$ cat src/rtl/uart.sv
// Push-button UART transmitter: a btn1 rising edge sends "HELLO\r\n" on txd,
// with per-character baud select and optional even parity.
module uart #(
   parameter int BASE_DIV = 5208
) (
   input  logic clk,
   input  logic rst,
   input  logic btn1,
   input  logic sw4,
   input  logic sw5,
   input  logic sw8,
   output logic rts,
   output logic txd
);

   localparam int CW = $clog2(BASE_DIV + 1);
   localparam logic [CW-1:0] DIV = CW'(BASE_DIV);

   typedef enum logic [2:0] {S_IDLE, S_START, S_DATA, S_PARITY, S_STOP} state_t;

   state_t          r_state, w_state_next;
   logic            r_sync1, r_sync2, r_sync3;
   logic [CW-1:0]   r_baud, w_baud_next;
   logic [2:0]      r_bit, w_bit_next;
   logic [2:0]      r_char, w_char_next;
   logic [7:0]      r_data, w_data_next;
   logic            r_par_bit, w_par_bit_next;
   logic            r_par_en, w_par_en_next;
   logic [1:0]      r_sel, w_sel_next;
   logic            r_txd, w_txd_next;
   logic            r_rts, w_rts_next;

   logic            w_start;
   logic [CW-1:0]   w_period;
   logic            w_bit_done;
   logic            w_load;
   logic [2:0]      w_load_idx;
   logic [7:0]      w_load_byte;

   function automatic logic [7:0] msg_byte(input logic [2:0] idx);
      case (idx)
         3'd0:    msg_byte = 8'h48;
         3'd1:    msg_byte = 8'h45;
         3'd2:    msg_byte = 8'h4C;
         3'd3:    msg_byte = 8'h4C;
         3'd4:    msg_byte = 8'h4F;
         3'd5:    msg_byte = 8'h0D;
         default: msg_byte = 8'h0A;
      endcase
   endfunction

   assign w_start    = r_sync2 & ~r_sync3;
   assign w_period   = DIV >> r_sel;
   assign w_bit_done = (r_baud == w_period - CW'(1));

   always_comb begin
      w_state_next   = r_state;
      w_baud_next    = '0;
      w_bit_next     = r_bit;
      w_char_next    = r_char;
      w_data_next    = r_data;
      w_par_bit_next = r_par_bit;
      w_par_en_next  = r_par_en;
      w_sel_next     = r_sel;
      w_txd_next     = r_txd;
      w_rts_next     = r_rts;
      w_load         = 1'b0;
      w_load_idx     = 3'd0;
      w_load_byte    = 8'h00;

      if (r_state != S_IDLE && !w_bit_done)
         w_baud_next = r_baud + CW'(1);

      case (r_state)
         S_IDLE: begin
            if (w_start) begin
               w_load     = 1'b1;
               w_load_idx = 3'd0;
            end
         end
         S_START: begin
            if (w_bit_done) begin
               w_state_next = S_DATA;
               w_bit_next   = 3'd0;
               w_txd_next   = r_data[0];
            end
         end
         S_DATA: begin
            if (w_bit_done) begin
               if (r_bit == 3'd7) begin
                  w_state_next = r_par_en ? S_PARITY : S_STOP;
                  w_txd_next   = r_par_en ? r_par_bit : 1'b1;
               end else begin
                  // Shift so the next data bit always sits at r_data[0].
                  w_bit_next  = r_bit + 3'd1;
                  w_data_next = {1'b0, r_data[7:1]};
                  w_txd_next  = r_data[1];
               end
            end
         end
         S_PARITY: begin
            if (w_bit_done) begin
               w_state_next = S_STOP;
               w_txd_next   = 1'b1;
            end
         end
         S_STOP: begin
            if (w_bit_done) begin
               if (r_char == 3'd6) begin
                  w_state_next = S_IDLE;
                  w_char_next  = 3'd0;
                  w_txd_next   = 1'b1;
                  w_rts_next   = 1'b1;
               end else begin
                  w_load     = 1'b1;
                  w_load_idx = r_char + 3'd1;
               end
            end
         end
         default: begin
            w_state_next = S_IDLE;
            w_txd_next   = 1'b1;
            w_rts_next   = 1'b1;
         end
      endcase

      // Switches are sampled only here, so each character keeps its own settings.
      if (w_load) begin
         w_load_byte    = msg_byte(w_load_idx);
         w_state_next   = S_START;
         w_char_next    = w_load_idx;
         w_data_next    = w_load_byte;
         w_par_bit_next = ^w_load_byte;
         w_par_en_next  = sw8;
         w_sel_next     = {sw5, sw4};
         w_baud_next    = '0;
         w_txd_next     = 1'b0;
         w_rts_next     = 1'b0;
      end
   end

   always_ff @(posedge clk or posedge rst) begin
      if (rst) begin
         r_sync1   <= 1'b0;
         r_sync2   <= 1'b0;
         r_sync3   <= 1'b0;
         r_state   <= S_IDLE;
         r_baud    <= '0;
         r_bit     <= 3'd0;
         r_char    <= 3'd0;
         r_data    <= 8'h00;
         r_par_bit <= 1'b0;
         r_par_en  <= 1'b0;
         r_sel     <= 2'b00;
         r_txd     <= 1'b1;
         r_rts     <= 1'b1;
      end else begin
         r_sync1   <= btn1;
         r_sync2   <= r_sync1;
         r_sync3   <= r_sync2;
         r_state   <= w_state_next;
         r_baud    <= w_baud_next;
         r_bit     <= w_bit_next;
         r_char    <= w_char_next;
         r_data    <= w_data_next;
         r_par_bit <= w_par_bit_next;
         r_par_en  <= w_par_en_next;
         r_sel     <= w_sel_next;
         r_txd     <= w_txd_next;
         r_rts     <= w_rts_next;
      end
   end

   assign txd = r_txd;
   assign rts = r_rts;

endmodule

$ cat config.mk
export PLATFORM = sky130hd
export DESIGN_NAME = uart
export DESIGN_NICKNAME = d
export VERILOG_FILES = /design/src/rtl/uart.sv
export SDC_FILE = /design/constraint.sdc
export NUM_CORES = 1
export LEC_CHECK = 0
export BUFFER_PORTS_ARGS = -buffer_cell sky130_fd_sc_hd__clkbuf_2
export CORE_AREA = 2 2 83 69
export DETAILED_ROUTE_END_ITERATION = 10
export DIE_AREA = 0 0 85 71
export SLEW_MARGIN = 20
export SYNTH_ARGS = -nofsm -noshare
export SYNTH_HDL_FRONTEND = slang
export SYNTH_SLANG_ARGS = --single-unit
$ cat constraint.sdc
create_clock -name clk -period 2.7 [get_ports clk]
set_input_delay 0.135 -clock clk [delete_from_list [all_inputs] [get_ports clk]]
set_output_delay 0.135 -clock clk [all_outputs]
set_load 0.02 [all_outputs]
==> Flow_metrics.wiki, run 1 <==
{| class="wikitable"
! Metric !! Value
|-
| Run status || finished, violations left
|-
| Violated checks || hold timing
|-
| Number of vias per cell after detailed routing || 5.46
|-
| H-tree Lvls || 2
|-
| Post-Layout Cell Count || 313
|-
| NumNets Final || 264
|-
| Starting density of the core || 42.8%
|-
| Overall via count from detail_route || 1709
|-
| Gp weighted congestion || 0.800
|-
| Critical path data required time || 2890 ps
|-
| Commonest non-fill, non-tap cell in the layout || sky130_fd_sc_hd__dfrtp_1
|-
| Skew-Pair Late Insertion Delay || 300 ps
|-
| Util after Layout || 48.2%
|-
| Proportion of netlist area held by the largest area contributor || 40.1%
|-
| Crit path DAT || 2810 ps
|-
| Xor and xnor area share after synthesis || 8.18%
|-
| Async SR Flop Fraction || 100%
|-
| Number of antenna repair diodes || 0
|-
| Number of pins exceeding their max-slew limit in the final report || 0
|-
| Post-synthesis share of cell area spent on full adders, half adders and majority gates || 6.12%
|-
| Worst reg2reg path depth || 8
|-
| Post-synthesis cell type count || 51
|-
| DIE WIDTH || 85 um
|-
| DR WL/cell || 15.0 um
|-
| CP Capture Point || r_bit[2]$_DFFE_PP0P_
|-
| CTS tree || yes
|-
| Maximum frequency from static timing analysis || 382 MHz
|-
| Critical path class || flop to flop
|-
| Total Die Area || 0.00604 mm2
|-
| Cell area after technology mapping || 0.00225 mm2
|-
| Most area-hungry cell type in the Yosys netlist || sky130_fd_sc_hd__dfrtp_1
|-
| Global-route wire length before repair || 8.02 mm
|-
| Clock Skews || 15.4 ps
|-
| Peak supply drop || 0.000318 V
|-
| Cell at the root of the clock tree || sky130_fd_sc_hd__clkbuf_8
|-
| GRT overflow || 0
|-
| Count of state elements after synthesis || 38
|-
| CP Max Fanout || 4
|-
| Port-buffer cells || 7
|-
| Clock-pin slew on the worst setup and hold paths || 90 ps
|-
| Fin crit share || 96.9%
|-
| Cts bufs inserted || 5
|-
| Syn Nets || 248
|-
| Element type at the critical path start || flop
|-
| Number of instances in the synthesized netlist || 231
|-
| Portion of the post-synthesis area used by sequential elements || 42.4%
|-
| Measured slew at the worst slew-check pin || 1030 ps
|-
| Violation count after the first detailed-routing iteration || 147
|-
| Basic-gate share of the synthesized area counting and, or, nand and nor cells || 21.4%
|-
| Hold WC Path Type || input pin to asynchronous set/reset pin
|-
| Avg Inst Size Synth || 9.73 um2
|-
| Number of iterations in the first detailed-routing pass || 4
|-
| Initial antenna violation count || 0
|-
| Die Y || 71 um
|-
| Top-level port count || 8
|-
| Placed Instances || 304
|-
| Shortest period the worst path allows || 2620 ps
|-
| Floorplan core area || 0.00526 mm2
|-
| Setup WS pre-CTS || 167 ps
|-
| Final non-filler cell area || 0.00253 mm2
|-
| GRT Resource Usage Total || 16.9%
|-
| Share of cells above drive strength 1 || 19.0%
|-
| Post-detailed-route DRC marker count || 0
|-
| ANT nets after route || 0
|-
| Critical register-to-register path startpoint || r_sel[1]$_DFFE_PP0P_
|-
| Reported max-cap violation count || 0
|-
| Static power due to leakage || 0.00115 uW
|-
| Yosys synthesis warning count || 0
|-
| Final setup violation count || 0
|-
| Final setup margin || 84.0 ps
|-
| Power per cell area || 598 mW/mm2
|-
| Synth Area in Compound Gates || 13.1%
|-
| Most area-consuming cells after synthesis || sky130_fd_sc_hd__dfrtp_1, sky130_fd_sc_hd__ha_1, sky130_fd_sc_hd__xnor2_1, sky130_fd_sc_hd__xor2_1, sky130_fd_sc_hd__nor2_1
|-
| Number of synthesized flops with an enable pin || 0
|-
| Setup slack, reg-to-reg || 80 ps
|-
| Area overhead of the layout relative to synthesis || 12.7%
|-
| Final hold violation count || 20
|-
| Number of global-route vias before repair || 1572
|-
| Multiplexer area fraction after synthesis || 4.90%
|-
| WHS || -33.7 ps
|-
| Kind of end point of the critical path || flop
|-
| Worst slew slack as a fraction of its limit || 30.7%
|-
| Crit. Startpoint || r_sel[1]$_DFFE_PP0P_
|-
| Pin count of the biggest net entering global routing || 22
|-
| Post-detailed-routing wire length || 4.69 mm
|-
| Most frequent cells in the layout || sky130_fd_sc_hd__dfrtp_1, sky130_fd_sc_hd__nor2_1, sky130_fd_sc_hd__nand2_1, sky130_fd_sc_hd__and3_1, sky130_fd_sc_hd__nand3_1
|-
| FILL cells || 504
|-
| Final TNS setup || 0 ps
|-
| Cell Rows || 24
|-
| Main flop type after synthesis || sky130_fd_sc_hd__dfrtp_1
|-
| Num Clock Sinks || 38
|-
| Largest family of logic cells by synthesized area || simple AND/OR/NAND/NOR gates
|-
| Buffer depth of the longest clock path || 2
|-
| Cell area after placement || 0.00241 mm2
|-
| Reg-to-reg endpoint || r_bit[2]$_DFFE_PP0P_
|-
| Placed wire-length estimate after detailed placement || 3.47 mm
|}
==> cell families after synthesis <==
logic type | Yosys count
AOI/OAI and AO/OA | 43
buffers and inverters | 21
xor gates and xnor gates | 21
and+or+nand+nor | 88
muxes | 9
adders and majority gates | 11
DFF | 38
==> flip-flops by register name (all words and copies together), names as in the netlist, 2 cells and up <==
register  count
r_state       3
r_baud       13
r_char        3
r_bit         3
r_data        7
r_sel         2
==> routing by layer <==
| layer | wire length, um | global-route usage [%] | vias up |
|---|---|---|---|
| li1 | - | - | 853 |
| met1 | 2550 | 26.5 | 830 |
| met2 | 1960 | 22.8 | 22 |
| met3 | 136 | 3.50 | 4 |
| met4 | 52 | 5.82 | 0 |
| met5 | 0 | 0 | - |
==> cell usage after synthesis (all sizes together), types with 3 or more instances <==
cell     n
a21oi    9
and3    13
buf      4
clkbuf   6
dfrtp   36
ha      11
inv     11
mux2     7
nand2   12
nand3   13
nand3b   3
nor2    24
nor3     7
nor4     3
o21ai   11
o22ai    3
or3      5
xnor2   11
xor2    10
==> worst min path at each step <==
| stage | to | slack, ps |
|---|---|---|
| 2_1_floorplan | r_sync1$_DFF_PP0_ | 170 |
| 3_3_place_gp | r_sync1$_DFF_PP0_ | 240 |
| 3_5_place_dp | r_sync1$_DFF_PP0_ | 250 |
| 4_1_cts | r_sel[0]$_DFFE_PP0P_ | 1 |
| 5_1_grt | r_par_en$_DFFE_PP0P_ | 50 |
| 6_report | r_sel[0]$_DFFE_PP0P_ | -30 |
==> critical path, stage by stage, from the launching register on <==
cell                      delay, ps
sky130_fd_sc_hd__dfrtp_1        370
sky130_fd_sc_hd__inv_1          130
sky130_fd_sc_hd__ha_1           300
sky130_fd_sc_hd__nor4b_4        290
sky130_fd_sc_hd__xnor2_1        180
sky130_fd_sc_hd__mux2i_1        310
sky130_fd_sc_hd__nand3_2        180
sky130_fd_sc_hd__or3_4          450
sky130_fd_sc_hd__mux2_4         300
==> metrics by stage <==
| step | power (uW) | hold slack, ps |
|---|---|---|
| 2_1_floorplan | 997 | 166 |
| 3_3_place_gp | 1100 | 245 |
| 3_5_place_dp | 1110 | 245 |
| 4_1_cts | 1530 | 1.18 |
| 5_1_grt | 1610 | 52.7 |
| 6_report | 1520 | -33.7 |
==> what timing repair did <==
item / in CTS / in global routing
setup endpoints to repair: 0 / 8
buffers inserted: 0 / 0
gates resized for setup: 0 / 4
hold buffers: 1 / 0
hold endpoints to repair: 1 / 0
==> power breakdown <==
group          internal, uW  total [uW]  leakage, uW  switching [uW]
combinational           195         452     0.000603             257
clock                   205         414    0.0000472             209
sequential              617         649     0.000497            31.4
==> final cells by class <==
cell class              count  area [um2]  share of cell area, %
clock buffers               6        82.6                   3.26
clock inverters             2        12.5                  0.494
inverters                  11        41.3                   1.63
multi-input cells         172        1220                   48.1
flip-flops and latches     38         953                   37.6
well taps                  65        81.3                   3.21
repair buffers             19         144                   5.68
(Power assumes the default switching activity.)
==> run 2: changes to the inputs <==
--- a/config.mk
+++ b/config.mk
@@ -6,9 +6,10 @@
 export NUM_CORES = 1
 export LEC_CHECK = 0
 export BUFFER_PORTS_ARGS = -buffer_cell sky130_fd_sc_hd__clkbuf_2
-export CORE_AREA = 2 2 83 69
+export CORE_AREA = 2 2 75 63
 export DETAILED_ROUTE_END_ITERATION = 10
-export DIE_AREA = 0 0 85 71
+export DIE_AREA = 0 0 77 65
+export PLACE_DENSITY = 0.73
 export SLEW_MARGIN = 20
 export SYNTH_ARGS = -nofsm -noshare
 export SYNTH_HDL_FRONTEND = slang
==> run 2 against run 1 <==
The flow now finishes without violations. Final area shrank 0.30%. Via count increased by 4.7%. Flip-flop and latch count is the same. Sequential power up 3%. Clock power fell by 8.9%. Routed wire length is 0.47% higher. Critical endpoint is now r_char[1]$_DFFE_PP0P_. Power is 0.26% lower. Final cell count decreased by 1.3%. Sequential share of layout area grew 0.11 points. Largest cell class unchanged. Global-route usage rose by 2.6 points. Critical path type unchanged. Fmax decreased by 2.4%. Register-to-register slack lost 60 ps.
==> Flow_metrics.wiki, run 2 (same netlist as run 1, synthesis figures left out) <==
{| class="wikitable"
! Metric !! Value
|-
| Run status || completed
|-
| Shortest period the worst path allows || 2680 ps (+63.2 ps)
|-
| Floorplan core area || 0.00435 mm2 (-17%)
|-
| Total Die Area || 0.00501 mm2 (-17%)
|-
| Critical path class || flop to flop
|-
| Hold WC Path Type || input pin to flop
|-
| Skew-Pair Late Insertion Delay || 290 ps (about the same)
|-
| Share of cells above drive strength 1 || 20.1% (+1.1 points)
|-
| Post-detailed-route DRC marker count || 0 (unchanged)
|-
| Kind of end point of the critical path || flop
|-
| Number of vias per cell after detailed routing || 5.79 (+6.1%)
|-
| Pin count of the biggest net entering global routing || 39 (+77%)
|-
| Setup WS pre-CTS || 13.9 ps (-153 ps)
|-
| Gp weighted congestion || 0.899 (+12%)
|-
| Post-Layout Cell Count || 309 (-1.3%)
|-
| Critical path data required time || 2890 ps (about the same)
|-
| ANT nets after route || 0 (unchanged)
|-
| Static power due to leakage || 0.00113 uW (-1.2%)
|-
| Power per cell area || 599 mW/mm2 (about the same)
|-
| Reported max-cap violation count || 0 (unchanged)
|-
| Util after Layout || 58.1% (+9.9 points)
|-
| Buffer depth of the longest clock path || 2 (unchanged)
|-
| Crit path DAT || 2860 ps (+50 ps)
|-
| Final TNS setup || 0 ps (unchanged)
|-
| Placed Instances || 295 (-3.0%)
|-
| Most frequent cells in the layout || sky130_fd_sc_hd__dfrtp_1, sky130_fd_sc_hd__nor2_1, sky130_fd_sc_hd__nand2_1, sky130_fd_sc_hd__and3_1, sky130_fd_sc_hd__nand3_1
|-
| Violation count after the first detailed-routing iteration || 179 (+22%)
|-
| H-tree Lvls || 2 (unchanged)
|-
| Worst slew slack as a fraction of its limit || 40.8% (+10 points)
|-
| Maximum frequency from static timing analysis || 373 MHz (-2.4%)
|-
| Element type at the critical path start || flop
|-
| Number of global-route vias before repair || 1545 (-1.7%)
|-
| Overall via count from detail_route || 1790 (+4.7%)
|-
| NumNets Final || 265 (+0.38%)
|-
| GRT overflow || 0 (unchanged)
|-
| Commonest non-fill, non-tap cell in the layout || sky130_fd_sc_hd__dfrtp_1
|-
| Fin crit share || 99.2% (+2.3 points)
|-
| Placed wire-length estimate after detailed placement || 3.15 mm (-9.2%)
|-
| Num Clock Sinks || 38 (unchanged)
|-
| Post-detailed-routing wire length || 4.72 mm (+0.47%)
|-
| Number of pins exceeding their max-slew limit in the final report || 0 (unchanged)
|-
| Die Y || 65 um (-8.5%)
|-
| Cell Rows || 22 (-8.3%)
|-
| Global-route wire length before repair || 7.61 mm (-5.2%)
|-
| CTS tree || yes
|-
| GRT Resource Usage Total || 19.5% (+2.6 points)
|-
| Largest registers || r_baud x13, r_data x7
|-
| Total power draw || 1510 uW (-0.26%)
|-
| DIE WIDTH || 77 um (-9.4%)
|-
| Final setup margin || 20.8 ps (-63.2 ps)
|-
| Cell at the root of the clock tree || sky130_fd_sc_hd__clkbuf_8
|-
| Top reg by flops || r_baud
|-
| Measured slew at the worst slew-check pin || 880 ps (-150 ps)
|-
| Number of antenna repair diodes || 0 (unchanged)
|-
| CP Max Fanout || 10 (+6)
|-
| DR WL/cell || 15.3 um (+1.8%)
|-
| Final setup violation count || 0 (unchanged)
|-
| Port-buffer cells || 7 (unchanged)
|-
| Cts bufs inserted || 5 (unchanged)
|-
| Initial antenna violation count || 0 (unchanged)
|-
| Clock Skews || 13.3 ps (-2.13 ps)
|-
| Area overhead of the layout relative to synthesis || 12.4%
|-
| Starting density of the core || 51.7% (+8.9 points)
|-
| Max reg flops || 13 (unchanged)
|-
| Top-level port count || 8 (unchanged)
|-
| Peak supply drop || 0.000254 V (-20%)
|-
| Final hold violation count || 0 (-100%)
|-
| Clock-pin slew on the worst setup and hold paths || 70 ps (-20 ps)
|-
| Number of iterations in the first detailed-routing pass || 8 (+4)
|}
==> run 2: path summary, 6_finish.rpt <==
kind / slack (ps) / cells after the start / endpoint / start
worst min-delay path: 80 / 2 / r_sel[1]$_DFFE_PP0P_ / sw5
min in group asynchronous: 480 / 4 / r_char[2]$_DFFE_PP0P_ / rst
worst min register to register: 360 / 0 / r_sync2$_DFF_PP0_ / r_sync1$_DFF_PP0_
worst max-delay path: 20 / 9 / r_char[1]$_DFFE_PP0P_ / r_sel[1]$_DFFE_PP0P_
max in group asynchronous: 1870 / 4 / rts$_DFFE_PP1P_ / rst
worst max register to register: 20 / 9 / r_char[1]$_DFFE_PP0P_ / r_sel[1]$_DFFE_PP0P_
==> run 2: cell type report <==
class	instances	area [um2]
flip-flops and latches	38	953
well taps	60	75.1
fillers	387	1820
repair buffers	20	141
inverters	11	41.3
clock inverters	2	10.0
clock buffers	6	72.6
multi-input cells	172	1230
==> run 2: critical path, cell delays in order, from the launching register on <==
cell and delay [ps]:
sky130_fd_sc_hd__dfrtp_1 380, sky130_fd_sc_hd__buf_4 180, sky130_fd_sc_hd__ha_2 240, sky130_fd_sc_hd__xor2_1 220, sky130_fd_sc_hd__xnor2_1 110, sky130_fd_sc_hd__nor4_2 440, sky130_fd_sc_hd__nand3_2 250, sky130_fd_sc_hd__buf_6 210
sky130_fd_sc_hd__o311a_1 330, sky130_fd_sc_hd__a31o_2 210
==> run 2: metal layers <==
layer	up-vias	GRT usage, %	part of all wire, %
li1	854	-	-
met1	850	29.6	49
met2	80	27.3	44
met3	6	4.04	5.5
met4	0	6.92	1.3
met5	-	0	0
==> run 2: timing repair <==
| item | in CTS | in global routing |
|---|---|---|
| hold endpoints to repair | 37 | 0 |
| setup endpoints to repair | 0 | 18 |
| hold buffers | 2 | 0 |
| resized for setup | 0 | 8 |
| buffers inserted | 0 | 4 |
==> run 2: through the flow <==
stage	area, um2	hold WS (ps)
4_1_cts	2470	74.4
3_3_place_gp	2370	245
3_5_place_dp	2370	247
5_1_grt	2520	85.9
6_report	2520	77.2
2_1_floorplan	2250	166
==> run 2: where the power goes <==
group          total (uW)  internal, uW  switching, uW
sequential            667           617           50.4
clock                 377           179            199
combinational         466           208            258
total                1510          1000            507
==> run 3: changes to the inputs <==
--- a/config.mk
+++ b/config.mk
@@ -5,11 +5,13 @@
 export SDC_FILE = /design/constraint.sdc
 export NUM_CORES = 1
 export LEC_CHECK = 0
+export ABC_AREA = 1
 export BUFFER_PORTS_ARGS = -buffer_cell sky130_fd_sc_hd__clkbuf_2
-export CORE_AREA = 2 2 75 63
+export CORE_AREA = 2 2 78 65
 export DETAILED_ROUTE_END_ITERATION = 10
-export DIE_AREA = 0 0 77 65
-export PLACE_DENSITY = 0.73
+export DIE_AREA = 0 0 80 67
+export PLACE_DENSITY = 0.74
+export RECOVER_POWER = 25
 export SLEW_MARGIN = 20
 export SYNTH_ARGS = -nofsm -noshare
 export SYNTH_HDL_FRONTEND = slang
==> run 3 against run 2 <==
Die area grew 7.1%. Sequential share of layout area shrank 2.6 points. Final area grew 7.5%. Critical endpoint is now r_data[1]$_DFFE_PP0P_. Clock-buffer cell count is the same. Area after synthesis grew 11%. Non-clock buffer count shrank 9. Final cell count grew 41%. Fmax grew 11%. Combinational power grew to 2.7 times the previous value. Sequential power grew 19%. Clock power is essentially flat. Flip-flop and latch count is the same.
==> Flow_metrics.wiki, run 3 <==
{| class="wikitable"
! Metric !! Value
|-
| Delay of the slowest cell on the worst path || 450 ps (about the same)
|-
| DIE WIDTH || 80 um (+3.9%)
|-
| Most frequent cells in the layout || sky130_fd_sc_hd__nand2_1, sky130_fd_sc_hd__inv_1, sky130_fd_sc_hd__nor2_1, sky130_fd_sc_hd__dfrtp_1, sky130_fd_sc_hd__nand3_1
|-
| Post-Layout Cell Count || 435 (+41%)
|-
| Avg Inst Size Synth || 6.97 um2 (-28%)
|-
| Top-level port count || 8 (unchanged)
|-
| Critical path class || flop to flop
|-
| Total Die Area || 0.00536 mm2 (+7.1%)
|-
| Number of synthesized flops with an enable pin || 0 (unchanged)
|-
| Cell with the most instances after synthesis || sky130_fd_sc_hd__nand2_1
|-
| Cell area after placement || 0.00261 mm2 (+10%)
|-
| CTS tree || yes
|-
| Placed wire-length estimate after detailed placement || 4.10 mm (+30%)
|-
| Measured slew at the worst slew-check pin || 918 ps (+37.9 ps)
|-
| CP Max Fanout || 7 (-3)
|-
| DR WL/cell || 12.2 um (-20%)
|-
| Number of global-route vias before repair || 2003 (+30%)
|-
| Top reg by flops || r_baud
|-
| Commonest non-fill, non-tap cell in the layout || sky130_fd_sc_hd__nand2_1
|-
| ANT nets after route || 0 (unchanged)
|-
| Proportion of netlist area held by the largest area contributor || 36.1% (-4.0 points)
|-
| Peak supply drop || 0.000521 V (+110%)
|-
| Final setup violation count || 0 (unchanged)
|-
| Reported max-cap violation count || 0 (unchanged)
|-
| Final TNS setup || 0 ps (unchanged)
|-
| Cell at the root of the clock tree || sky130_fd_sc_hd__clkbuf_8
|-
| Count of state elements after synthesis || 38 (unchanged)
|-
| Largest registers || r_baud x13, r_data x7
|-
| Starting density of the core || 55.3% (+3.6 points)
|-
| Gp weighted congestion || 0.949 (+5.5%)
|-
| GRT Resource Usage Total || 22.4% (+2.9 points)
|-
| Hold Crit Depth || 3 (+1)
|-
| Power per cell area || 885 mW/mm2 (+48%)
|-
| Pin count of the biggest net entering global routing || 39 (unchanged)
|-
| Shortest period the worst path allows || 2410 ps (-265 ps)
|-
| Violation count after the first detailed-routing iteration || 173 (-3.4%)
|-
| Initial antenna violation count || 0 (unchanged)
|-
| Hold WC Path Type || input pin to flop
|-
| Post-detailed-routing wire length || 5.29 mm (+12%)
|-
| Crit path DAT || 2600 ps (-260 ps)
|-
| Post-synthesis cell type count || 30 (-41%)
|-
| RSZ-0062 raised after global routing || false
|-
| Source of the worst hold timing path || sw8
|-
| Cell Rows || 22 (unchanged)
|-
| Critical register-to-register path startpoint || r_sel[1]$_DFFE_PP0P_
|-
| Clock-pin slew on the worst setup and hold paths || 70 ps (about the same)
|-
| Main flop type after synthesis || sky130_fd_sc_hd__dfrtp_1
|-
| Post-synth top cells || sky130_fd_sc_hd__nand2_1, sky130_fd_sc_hd__inv_1, sky130_fd_sc_hd__nor2_1
|-
| Num Clock Sinks || 38 (unchanged)
|-
| Util after Layout || 60.1% (+2.1 points)
|-
| Max reg flops || 13 (unchanged)
|-
| Static power due to leakage || 0.00148 uW (+31%)
|-
| FILL cells || 421 (+8.8%)
|-
| NumNets Final || 391 (+48%)
|-
| Overall via count from detail_route || 2211 (+24%)
|-
| Fin crit share || 89.4% (-9.8 points)
|-
| Skew-Pair Late Insertion Delay || 280 ps (about the same)
|-
| Floorplan core area || 0.00451 mm2 (+3.8%)
|-
| GRT overflow || 0 (unchanged)
|-
| Worst reg2reg path depth || 16 (+7)
|-
| Number of antenna repair diodes || 0 (unchanged)
|-
| Clock Skews || 3.42 ps (-9.88 ps)
|-
| Run status || completed
|-
| Total power draw || 2400 uW (+59%)
|-
| Worst slew slack as a fraction of its limit || 38.8% (-2.0 points)
|-
| Element type at the critical path start || flop
|-
| Final hold violation count || 0 (unchanged)
|-
| Buffer depth of the longest clock path || 2 (unchanged)
|-
| Most area-hungry cell type in the Yosys netlist || sky130_fd_sc_hd__dfrtp_1
|-
| Number of iterations in the first detailed-routing pass || 4 (-4)
|-
| Kind of end point of the critical path || flop
|-
| Port-buffer cells || 7 (unchanged)
|-
| Portion of the post-synthesis area used by sequential elements || 38.2% (-4.2 points)
|-
| Most area-consuming cells after synthesis || sky130_fd_sc_hd__dfrtp_1, sky130_fd_sc_hd__nand2_1, sky130_fd_sc_hd__inv_1, sky130_fd_sc_hd__nor2_1, sky130_fd_sc_hd__ha_1
|-
| Share of cells above drive strength 1 || 10.9% (-9.1 points)
|-
| Async SR Flop Fraction || 100% (unchanged)
|-
| Crit. Startpoint || r_sel[1]$_DFFE_PP0P_
|-
| Number of vias per cell after detailed routing || 5.08 (-12%)
|-
| Placed Instances || 425 (+44%)
|-
| Top cell by count, worst path || sky130_fd_sc_hd__nand2_1
|-
| Cts bufs inserted || 5 (unchanged)
|-
| Critical path data required time || 2880 ps (about the same)
|-
| Cell area after technology mapping || 0.00250 mm2 (+11%)
|-
| Number of pins exceeding their max-slew limit in the final report || 0 (unchanged)
|-
| Cell at the slowest stage of the critical path || sky130_fd_sc_hd__dfrtp_1
|-
| Yosys synthesis warning count || 0 (unchanged)
|-
| Series of cell instances along the critical path || inv_2, ha_2, inv_1, nand2_1, nand3_1, nand2_1, nor2_1, nand3_1, nor2_2, nand3_2, nand2_2, inv_1, o21ai_0, nand2_1, nand2_1, inv_1
|-
| Post-detailed-route DRC marker count || 0 (unchanged)
|-
| Die Y || 67 um (+3.1%)
|-
| Setup Fix Bufs, Post-CTS || 0 (unchanged)
|-
| Number of instances in the synthesized netlist || 358 (+55%)
|-
| Area overhead of the layout relative to synthesis || 8.72%
|-
| Syn Nets || 375 (+51%)
|-
| H-tree Lvls || 2 (unchanged)
|-
| Final non-filler cell area || 0.00271 mm2 (+7.5%)
|-
| Maximum frequency from static timing analysis || 414 MHz (+11%)
|-
| Global-route wire length before repair || 9.26 mm (+22%)
|}
-- run 3: cell types whose count changed after synthesis, sizes merged, moves of 10 or more --
cell / before / now
o21ai: 11 / 22
nand3: 13 / 24
xnor2: 11 / 1
inv: 11 / 59
and3: 13 / 0
nor2: 24 / 55
nand2: 12 / 101
-- run 3: area by class of cell --
cell class / count / area, um2 / area share [%]
flip-flops and latches: 38 / 955 / 35.2
multi-input cells: 259 / 1310 / 48.4
clock buffers: 6 / 72.6 / 2.67
repair buffers: 11 / 67.6 / 2.49
clock inverters: 2 / 10.0 / 0.369
well taps: 60 / 75.1 / 2.77
inverters: 59 / 221 / 8.16
-- run 3: repair_timing --
item / 4_1_cts / 5_1_grt
hold buffers: 2 / 0
endpoints found under the hold margin: 37 / 0
resized for setup: 0 / 6
endpoints found under the setup margin: 0 / 16
-- run 3: final timing paths --
path,endpoint,slack (ps)
worst max-delay path,r_data[1]$_DFFE_PP0P_,290
worst min-delay path,r_par_en$_DFFE_PP0P_,50
worst max register to register,r_data[1]$_DFFE_PP0P_,290
worst min register to register,r_sync2$_DFF_PP0_,360
max in group asynchronous,r_sel[0]$_DFFE_PP0P_,1410
min in group asynchronous,r_baud[4]$_DFF_PP0_,660
-- run 3: critical path: cells and delay by family (launching register included) --
| family | cells | cell delay (ps) |
|---|---|---|
| AND/OR/NAND/NOR | 10 | 1080 |
| flip-flops | 1 | 450 |
| buffers and inverters | 4 | 370 |
| adder cells (fa/ha/maj) | 1 | 310 |
| AO/OA/AOI/OAI | 1 | 100 |
-- run 3: cells by family (layout without fill, tap and decap cells) --
kind of cell / Yosys count / after routing / synth area share, %
AO/OA/AOI/OAI: 40 / 40 / 8.87
flip-flops: 38 / 38 / 38.2
adder cells (fa/ha/maj): 11 / 11 / 5.51
AND/OR/NAND/NOR: 202 / 202 / 35.8
XOR/XNOR: 6 / 6 / 2.11
buffers and inverters: 61 / 78 / 9.52
-- run 3: routing by layer --
metal | up-vias | GRT usage, % | routed length (um)
met5 | - | 0 | 0
met4 | 0 | 4.87 | 28
met3 | 5 | 3.79 | 309
met2 | 52 | 32.4 | 2130
met1 | 994 | 34.8 | 2820
li1 | 1160 | - | -
-- run 3: power by group --
part           internal, uW  switching, uW  leakage [uW]
registers               690            103      0.000498
logic                   401            836      0.000936
clock network           179            195     0.0000450
total                  1270           1130       0.00148
-- run 3: per-stage QoR --
step	setup WS, ps	hold WS, ps
final	285	49.3
after global routing	7.87	43.9
after CTS	153	47.8
after detailed placement	172	248
after global placement	241	245
after floorplan	597	166
